`src/rtl/wb_write_queue.sv`:
```
`default_nettype none
// +--------------------------------------------------------------------------+
// | wb_write_queue                                                           |
// | Register-file write-back queue merging Mem and Alu results in order.     |
// | Revision: 1.0                                                            |
// +--------------------------------------------------------------------------+
module wb_write_queue #(
  parameter int DEPTH = 4
) (
  input  logic                     Clock,
  input  logic                     Reset,
  input  logic                     MemValid,
  input  logic [4:0]               MemAddr,
  input  logic [31:0]              MemData,
  output logic                     MemReady,
  input  logic                     AluValid,
  input  logic [4:0]               AluAddr,
  input  logic [31:0]              AluData,
  output logic                     AluReady,
  input  logic                     Flush,
  output logic                     RegWrite,
  output logic [4:0]               WriteAddr,
  output logic [31:0]              WriteData,
  output logic [31:0]              Busy,
  output logic [$clog2(DEPTH):0]   Count,
  output logic                     Full,
  output logic                     Empty
);

  localparam int c_PTR_W = $clog2(DEPTH);

  logic [c_PTR_W-1:0] r_head;
  logic [c_PTR_W-1:0] r_tail;
  logic [c_PTR_W:0]   r_count;
  logic [4:0]         r_addr [DEPTH];
  logic [31:0]        r_data [DEPTH];

  logic               w_mem_hs;
  logic               w_alu_hs;
  logic               w_push;
  logic               w_pop;
  logic [4:0]         w_push_addr;
  logic [31:0]        w_push_data;
  logic [c_PTR_W-1:0] w_off;

  assign Count = r_count;
  assign Full  = (r_count == (c_PTR_W+1)'(DEPTH));
  assign Empty = (r_count == '0);

  // Ready is held high during reset so a source is never stalled by it.
  assign MemReady = Reset | (!Full && !Flush);
  assign AluReady = Reset | (!Full && !Flush && !MemValid);

  assign w_mem_hs    = MemValid && MemReady;
  assign w_alu_hs    = AluValid && AluReady;
  assign w_push_addr = w_mem_hs ? MemAddr : AluAddr;
  assign w_push_data = w_mem_hs ? MemData : AluData;
  // Writes to r0 complete the handshake but are dropped here.
  assign w_push      = !Reset && (w_mem_hs || w_alu_hs) && (w_push_addr != 5'd0);

  assign RegWrite  = !Empty && !Flush;
  assign w_pop     = RegWrite;
  assign WriteAddr = Empty ? 5'd0  : r_addr[r_head];
  assign WriteData = Empty ? 32'd0 : r_data[r_head];

  always_ff @(posedge Clock or posedge Reset) begin
    if (Reset) begin
      r_head  <= '0;
      r_tail  <= '0;
      r_count <= '0;
    end else if (Flush) begin
      r_head  <= '0;
      r_tail  <= '0;
      r_count <= '0;
    end else begin
      if (w_push) r_tail <= r_tail + 1'b1;
      if (w_pop)  r_head <= r_head + 1'b1;
      case ({w_push, w_pop})
        2'b10:   r_count <= r_count + 1'b1;
        2'b01:   r_count <= r_count - 1'b1;
        default: r_count <= r_count;
      endcase
    end
  end

  always_ff @(posedge Clock) begin
    if (w_push) begin
      r_addr[r_tail] <= w_push_addr;
      r_data[r_tail] <= w_push_data;
    end
  end

  // An entry is live when its distance from head is below the occupancy.
  always_comb begin
    Busy  = '0;
    w_off = '0;
    for (int i = 0; i < DEPTH; i++) begin
      w_off = c_PTR_W'(i) - r_head;
      if ({1'b0, w_off} < r_count) Busy[r_addr[i]] = 1'b1;
    end
    Busy[0] = 1'b0;
  end

endmodule
`default_nettype wire

```
`config.mk`:
```
export PLATFORM = sky130hd
export DESIGN_NAME = wb_write_queue
export DESIGN_NICKNAME = d
export VERILOG_FILES = /design/src/rtl/wb_write_queue.sv
export SDC_FILE = /design/constraint.sdc
export NUM_CORES = 1
export LEC_CHECK = 0
export BUFFER_PORTS_ARGS = -buffer_cell sky130_fd_sc_hd__buf_2
export CAP_MARGIN = 20
export CORE_MARGIN = 4
export CORE_UTILIZATION = 35
export CTS_BUF_LIST = sky130_fd_sc_hd__clkbuf_16
export DETAILED_ROUTE_END_ITERATION = 10
export PLACE_DENSITY_LB_ADDON = 0.08
export SLEW_MARGIN = 25
export SYNTH_ARGS = -nofsm -noshare
export SYNTH_HDL_FRONTEND = slang
export SYNTH_SLANG_ARGS = --single-unit
```
`constraint.sdc`:
```
create_clock -name Clock -period 3.8 [get_ports Clock]
set_clock_uncertainty 0.05 [all_clocks]
set_input_delay 0.19 -clock Clock [delete_from_list [all_inputs] [get_ports Clock]]
set_output_delay 0.19 -clock Clock [all_outputs]
set_load 0.005 [all_outputs]
```
Yosys cells after proc, flatten, opt, wreduce, memory -nomap -nowiden
Memory sizes are Yosys's and may differ from the RTL's.
Cells that the tools add are included.
W data, S select, Z words.
{"block": "word_totals", "output_inout_bits": 77, "ramBits": 148, "wordCells": 79, "register_bits": 7, "in_bits": 79, "mem_count": 2}
{"block": "classes", "addsub": 8, "n_mux": 24, "order_cmp": 12, "eq_ne": 3, "bitwise": 5, "reduce_logical": 22}
{"name": "r_data", "words": 4, "word_bits": 32, "read_ports": 1, "rd_clocked_by_memory_dff": 0, "write_ports": 1, "line": "36", "source": "logic [31:0] r_data [DEPTH];"}
{"name": "r_addr", "words": 4, "word_bits": 5, "read_ports": 5, "rd_clocked_by_memory_dff": 0, "write_ports": 1, "line": "35", "source": "logic [4:0] r_addr [DEPTH];"}
{"op": "$mux W32", "n": 6}
{"op": "$or A32 B32 Y32", "n": 3}
{"op": "$lt A5 B6 Y1 const B", "n": 4}
{"op": "$demux W1 S5", "n": 4}
{"op": "$ge A5 B1 Y1 const B", "n": 4}
{"op": "$lt A2 B3 Y1", "n": 4}
{"op": "$logic_and A1 B1 Y1", "n": 11}
{"op": "$mux W5", "n": 2}
{"op": "$mux W2", "n": 4}
{"op": "$mux W1", "n": 6}
{"op": "$pmux W3 S2", "n": 1}
{"op": "$logic_not A1 Y1", "n": 5}
{"op": "$reduce_bool A5 Y1", "n": 1}
{"op": "$add A2 B1 Y2 const B", "n": 2}
{"op": "$reduce_bool A2 Y1", "n": 2}
{"op": "$sub A1 B2 Y2 const A", "n": 2}
{"op": "$sub A2 B2 Y2 const A", "n": 2}
{"op": "$add A3 B1 Y3 const B", "n": 1}
{"op": "$eq A3 B3 Y1 const B", "n": 1}
{"op": "$logic_not A3 Y1", "n": 1}
{"op": "$mux W3", "n": 1}
{"op": "$reduce_bool A3 Y1", "n": 1}
{"op": "$sub A3 B1 Y3 const B", "n": 1}
{"op": "$eq A2 B1 Y1 const B", "n": 1}
{"op": "3 further kinds", "n": 4}

Logic depth before layout (Yosys ltp)
{"block": "depth", "ltp_word": 12, "ltp_mapped": 9, "ltp_nobuf": 8}

Worst setup path after synthesis
No wires, ideal clock.
{"block": "synth_timing", "kind": "flip-flop to flip-flop", "startpoint": "register r_count[0] (netlist: Count[0])", "endpoint": "memory r_addr[0][0], enable pin", "path_slack_ns": 1.030, "period_less_slack_ns": 2.770, "setup_time_ns": 0.398, "stages_incl_launch_ff": 6, "required_time_ns": 3.352, "arrival_time_ns": 2.322, "cell_sequence": "dfrtp_1 -> nor2_1 -> and2_1 -> nor4_2 -> buf_2 -> and2_1"}
{"block": "synth_via", "elab_chain_cells": 11, "elab_cells_between_ends": 15}
{"element": "from (decl)", "line": "34", "source": "logic [c_PTR_W:0] r_count;"}
{"element": "from (signal assigned)", "line": "79", "source": "2'b10: r_count <= r_count + 1'b1;"}
{"element": "from (signal assigned)", "line": "80", "source": "2'b01: r_count <= r_count - 1'b1;"}
{"element": "from (signal assigned)", "line": "81", "source": "default: r_count <= r_count;"}
{"element": "$eq A3 B3 Y1 (*)", "line": "47", "source": "assign Full = (r_count == (c_PTR_W+1)'(DEPTH));"}
{"element": "net Full", "line": "26", "source": "output logic Full,"}
{"element": "$logic_not A1 Y1 (*)", "line": "51, 52"}
{"element": "$logic_and A1 B1 Y1 (*)", "line": "51, 52"}
{"element": "branches (longest 5 deep; another with $mux W5)"}
{"element": "$logic_and A1 B1 Y1 (*)", "line": "59", "source": "assign w_push = !Reset && (w_mem_hs || w_alu_hs) && (w_push_addr != 5'd0);"}
{"element": "$mux W1 (*)", "line": "87", "source": "if (w_push) begin"}
{"element": "$mux W1 (not written as such) (*)", "line": "88", "source": "r_addr[r_tail] <= w_push_addr;"}
{"element": "to (decl)", "line": "35"}
Mark *: on every way through the listed nets, which the timed path passes.

Final worst setup path
{"block": "layout_timing", "startpoint": "register r_count[1] (netlist: Count[1])", "endpoint": "output Busy[6]"}
{"block": "layout_via", "elab_chain_cells": 8, "elab_cells_between_ends": 11}
{"element": "$lt A2 B3 Y1", "line": "99", "source": "if ({1'b0, w_off} < r_count) Busy[r_addr[i]] = 1'b1;"}
{"element": "$mux W32", "line": "99"}
{"element": "$or A32 B32 Y32 (no source line)"}
{"element": "$mux W32", "line": "99"}
{"element": "$or A32 B32 Y32 (no source line)"}
{"element": "$mux W32", "line": "99"}
{"element": "$or A32 B32 Y32 (no source line)"}
{"element": "$mux W32 (*)", "line": "99"}
{"element": "to (decl)", "line": "24", "source": "output logic [31:0] Busy,"}
Every way passes the cells marked *; elsewhere a longest branch is shown, timed or not.

==> impl_summary.log <==
INFO  metric share_of_synthesized_registers_carrying_an_async_set_or_reset = 0.0452
INFO  metric vdd.ir_drop.worst = 0.000385 V
INFO  metric number_of_buffers_on_the_longest_clock_path = 2
INFO  metric wl = between 20,000 and 25,000 um
INFO  metric period_share = 0.834
INFO  metric floorplan.core_area = about 22,000 um^2
INFO  metric clk_pin_slew = 0.07 ns
INFO  metric detailedRoute.firstPassIterationCount = 5
INFO  metric worstReg2RegStart = Count[0]$_DFFE_PP0P_
INFO  metric synthesis.area = 7770 um^2
INFO  metric fraction_of_power_consumed_by_combinational_cells = 0.348
INFO  metric dp.final_hpwl = 15,200 um
INFO  metric postCtsResizedCells = 0
INFO  metric tritoncts = done
INFO  metric worst_skew_pair.late_latency = ~0.41 ns
INFO  metric syn-instance-count = 530
INFO  metric post_synth.cell_area_avg = 14.7 um^2
INFO  metric synth_area_in_compound_gates = 0.0847
INFO  metric syn2layout_area_growth = 22.4%
INFO  metric synthDistinctLibCells = 55
INFO  metric clock_tree.root_cell = sky130_fd_sc_hd__clkbuf_16
INFO  metric critical_path_class = register to output pin
INFO  metric first_global_vias = 5,611
INFO  metric final_core_utilization = 0.436
INFO  metric yosysWarnings = 0
INFO  metric cts_hold_buffers_added = 1
INFO  metric ioPinCount = 156
INFO  metric regToRegSetupSlack = roughly 1.1 ns
INFO  metric hold_vio_cnt_final = 0
INFO  metric finalWorstSetupSlack = 0.631 ns
INFO  metric ant_nets = 0
INFO  metric die-height = 157 um
INFO  metric run_status = completed
INFO  metric floorplan.die_area = 24,600 um^2
INFO  metric final_net_count = 773
INFO  metric achievable_frequency = roughly 320 MHz
INFO  metric hold_path.startpoint = MemData[20]
INFO  metric finalSetupViolations = 0
INFO  metric initial_utilization = 0.356
INFO  metric numClockSinks = 155
INFO  metric finalWorstPathRequiredPeriod = 3.17 ns
INFO  metric grt_max_degree = 44
INFO  metric clock_power_share = 0.298
INFO  metric setup_tns = 0 ns
INFO  metric min_delay_worst_endpoint = r_data[2][20]$_DFFE_PP_
INFO  metric seq_power_share = 0.354
INFO  metric synth_edf_count = 148
INFO  metric yosys-mux-area-fraction = 0.162
INFO  metric holdCritPathClass = input port to register
INFO  metric critical_path.reg2reg.endpoint = r_data[2][16]$_DFFE_PP_
INFO  metric routed_wire_length_per_instance = 22.1 um
INFO  metric cp_max_fo = 7
INFO  metric drv_slew = 0
INFO  metric globalRoute.totalOverflow = 0
INFO  metric number_of_antenna_violations_at_the_first_check_in_global_routing = 0
INFO  metric worstSetupStartpointType = register
INFO  metric grt_pass1_wl = 32,900 um
INFO  metric port_buffers = 154
INFO  metric unrepaired_setup_endpoints_after_global_routing = no
INFO  metric worst-endpoint-arrival = 2.93 ns
INFO  metric ff2ff_path_depth = 6
INFO  metric cts_inserted_buffers = 17
INFO  metric antenna_cells = 0
INFO  metric maxCapViolCount = 0
INFO  metric fp.dieW = between 150 and 200 um
INFO  metric area_share_of_fa_ha_maj_cells_after_synthesis = 0.0155
INFO  metric gp_congestion = ~0.95
INFO  metric net_switching_power = ~1.9 mW
INFO  metric dp_worst_setup_slack = 1.04 ns
INFO  metric required = about 3.6 ns
INFO  metric groute.usage.overall = 0.177
INFO  metric power.internal = 3.93 mW
INFO  metric ys.flop_type = sky130_fd_sc_hd__edfxtp_1
INFO  metric via_per_inst = 5.46
INFO  metric synth-seq-area-share = 0.595
INFO  metric rows = between 50 and 60
INFO  metric drive_above_1_share = 0.408
INFO  metric number_of_synthesized_register_bits = between 150 and 200
INFO  metric drt_iter0_markers = roughly 320
INFO  metric drt_drc_violations_left = 0
INFO  metric routed_via_count = 5,344
INFO  metric power.static_leakage = about 3.5 nW
INFO  metric synth_xor_xnor_area_share = 0.00451
INFO  metric relative_max_transition_margin = 0.354
INFO  metric postSynthNetCount = 618
INFO  metric p_per_area = 614 nW/um^2
INFO  metric basic_gate_share_of_the_synthesized_area_counting_and_or_nand_and_nor_cells = 0.116
INFO  metric netSwitchingFraction = 0.327
INFO  metric timing_worst_slew_pin_value = between 0.9 and 1 ns
INFO  metric worstHoldPathCells = 2
INFO  metric post-layout-total-power = just under 6 mW
INFO  metric post_cts_buffers = 0
INFO  metric combinational_family_with_the_most_area_after_synthesis = multiplexers
INFO  metric kind_of_end_point_of_the_critical_path = output pin
INFO  metric htreeDepth = 4
layout by cell type (no fill, tap or decap), types with 4 or more instances in the layout:
master	count
sky130_fd_sc_hd__buf_2	154
sky130_fd_sc_hd__edfxtp_1	148
sky130_fd_sc_hd__nor2b_1	48
sky130_fd_sc_hd__mux2_2	37
sky130_fd_sc_hd__mux4_2	37
sky130_fd_sc_hd__nor2_1	32
sky130_fd_sc_hd__nand2_1	22
sky130_fd_sc_hd__a221o_1	22
sky130_fd_sc_hd__o22ai_1	20
sky130_fd_sc_hd__clkbuf_16	17
sky130_fd_sc_hd__inv_1	12
sky130_fd_sc_hd__nand2b_1	11
sky130_fd_sc_hd__buf_4	9
sky130_fd_sc_hd__nand3_1	8
sky130_fd_sc_hd__ha_1	8
sky130_fd_sc_hd__and2_1	6
sky130_fd_sc_hd__nor3_1	6
sky130_fd_sc_hd__dfrtp_1	5
sky130_fd_sc_hd__a211o_1	5
sky130_fd_sc_hd__o211ai_1	5
sky130_fd_sc_hd__xnor2_1	4
sky130_fd_sc_hd__o221ai_1	4
sky130_fd_sc_hd__and2_2	4
metal layers:
layer,GRT usage,vias to the layer above,share of wire
met2,0.287,216,0.47
met3,0.0407,30,0.067
met5,0,-,0
met1,0.239,2686,0.44
li1,-,2412,-
met4,0.0537,0,0.019
metrics by stage:
step,cell area (um^2),instances,hold WS [ns]
floorplan,7770,530,-0.0333
global placement,8880,945,0.131
detailed placement,8880,945,0.145
CTS,9510,978,0.0442
global route,9510,978,0.0578
finish,9510,978,0.0697
logic make-up after synthesis:
logic type,Yosys count
other,1
adders and majority gates,9
muxes,75
AOI/OAI and AO/OA,82
buffers and inverters,41
and+or+nand+nor,163
DFF,155
xor gates and xnor gates,4
power by group through the flow:
| stage | sequential, mW | clock (mW) | combinational (mW) |
|---|---|---|---|
| after floorplan | 2.06 | 0 | 1.29 |
| after global placement | 2.10 | 0 | 2.07 |
| after detailed placement | 2.10 | 0 | 2.07 |
| after CTS | 2.07 | 1.79 | 2.08 |
| after global routing | 2.08 | 1.86 | 2.25 |
| final | 2.07 | 1.74 | 2.03 |
how the worst max path moves through the flow:
stage | to | slack, ns | from | cells after the start
final | Busy[6] | 0.63 | Count[1]$_DFFE_PP0P_ | 8
after global routing | Busy[18] | 0.39 | Count[1]$_DFFE_PP0P_ | 8
after CTS | Busy[2] | 0.66 | Count[1]$_DFFE_PP0P_ | 8
after detailed placement | r_data[2][21]$_DFFE_PP_ | 1.04 | Count[0]$_DFFE_PP0P_ | 6
after global placement | r_data[2][21]$_DFFE_PP_ | 1.14 | Count[0]$_DFFE_PP0P_ | 6
after floorplan | r_addr[0][0]$_DFFE_PP_ | 1.03 | Count[0]$_DFFE_PP0P_ | 5
critical path, stage by stage (launching register included):
cell and delay [ns]:
sky130_fd_sc_hd__dfrtp_1 0.49, sky130_fd_sc_hd__inv_1 0.15, sky130_fd_sc_hd__ha_1 0.32, sky130_fd_sc_hd__a21oi_1 0.05, sky130_fd_sc_hd__o21bai_1 0.36, sky130_fd_sc_hd__nand2b_1 0.27, sky130_fd_sc_hd__nor3b_1 0.50, sky130_fd_sc_hd__a221o_1 0.26
sky130_fd_sc_hd__buf_2 0.12
flip-flops by register name, summed over array words and instances, names as in the netlist:
register	flops
Count	3
r_addr	20
r_data	128
r_head	2
r_tail	2
layout make-up:
type                    instances  area [um^2]
inverters                      11         41.3
flip-flops and latches        155         4620
clock buffers                  17          425
clock inverters                15          190
multi-input cells             334         2990
well taps                     280          350
fillers                      2043        12300
repair buffers                166          888
synth_stat cells (all sizes together) (2+ instances only):
library cell	number	area [um^2]
and3b	2	17.5
a211o	5	43.8
o221ai	4	35.0
nand3b	2	15.0
xnor2	4	35.0
mux2	37	417
a21oi	4	23.8
or4b	2	20.0
a32oi	3	26.3
nor3	8	45.0
nand3	8	40.0
ha	8	100
o211ai	5	37.5
mux4	37	833
nand4	2	12.5
o2bb2a	2	20.0
o21ai	5	28.8
and2	10	62.6
clkbuf	16	60.1
o21bai	3	22.5
dfrtp	7	175
o22ai	20	125
nand2b	11	68.8
a211oi	2	15.0
nor4	3	25.0
buf	14	67.6
o2bb2ai	3	26.3
and3	2	12.5
nor3b	3	22.5
or2	3	18.8
nor2	32	120
edfxtp	148	4440
a221o	22	220
nor2b	48	300
inv	11	41.3
nand2	23	88.8
(Power assumes the default switching activity.)
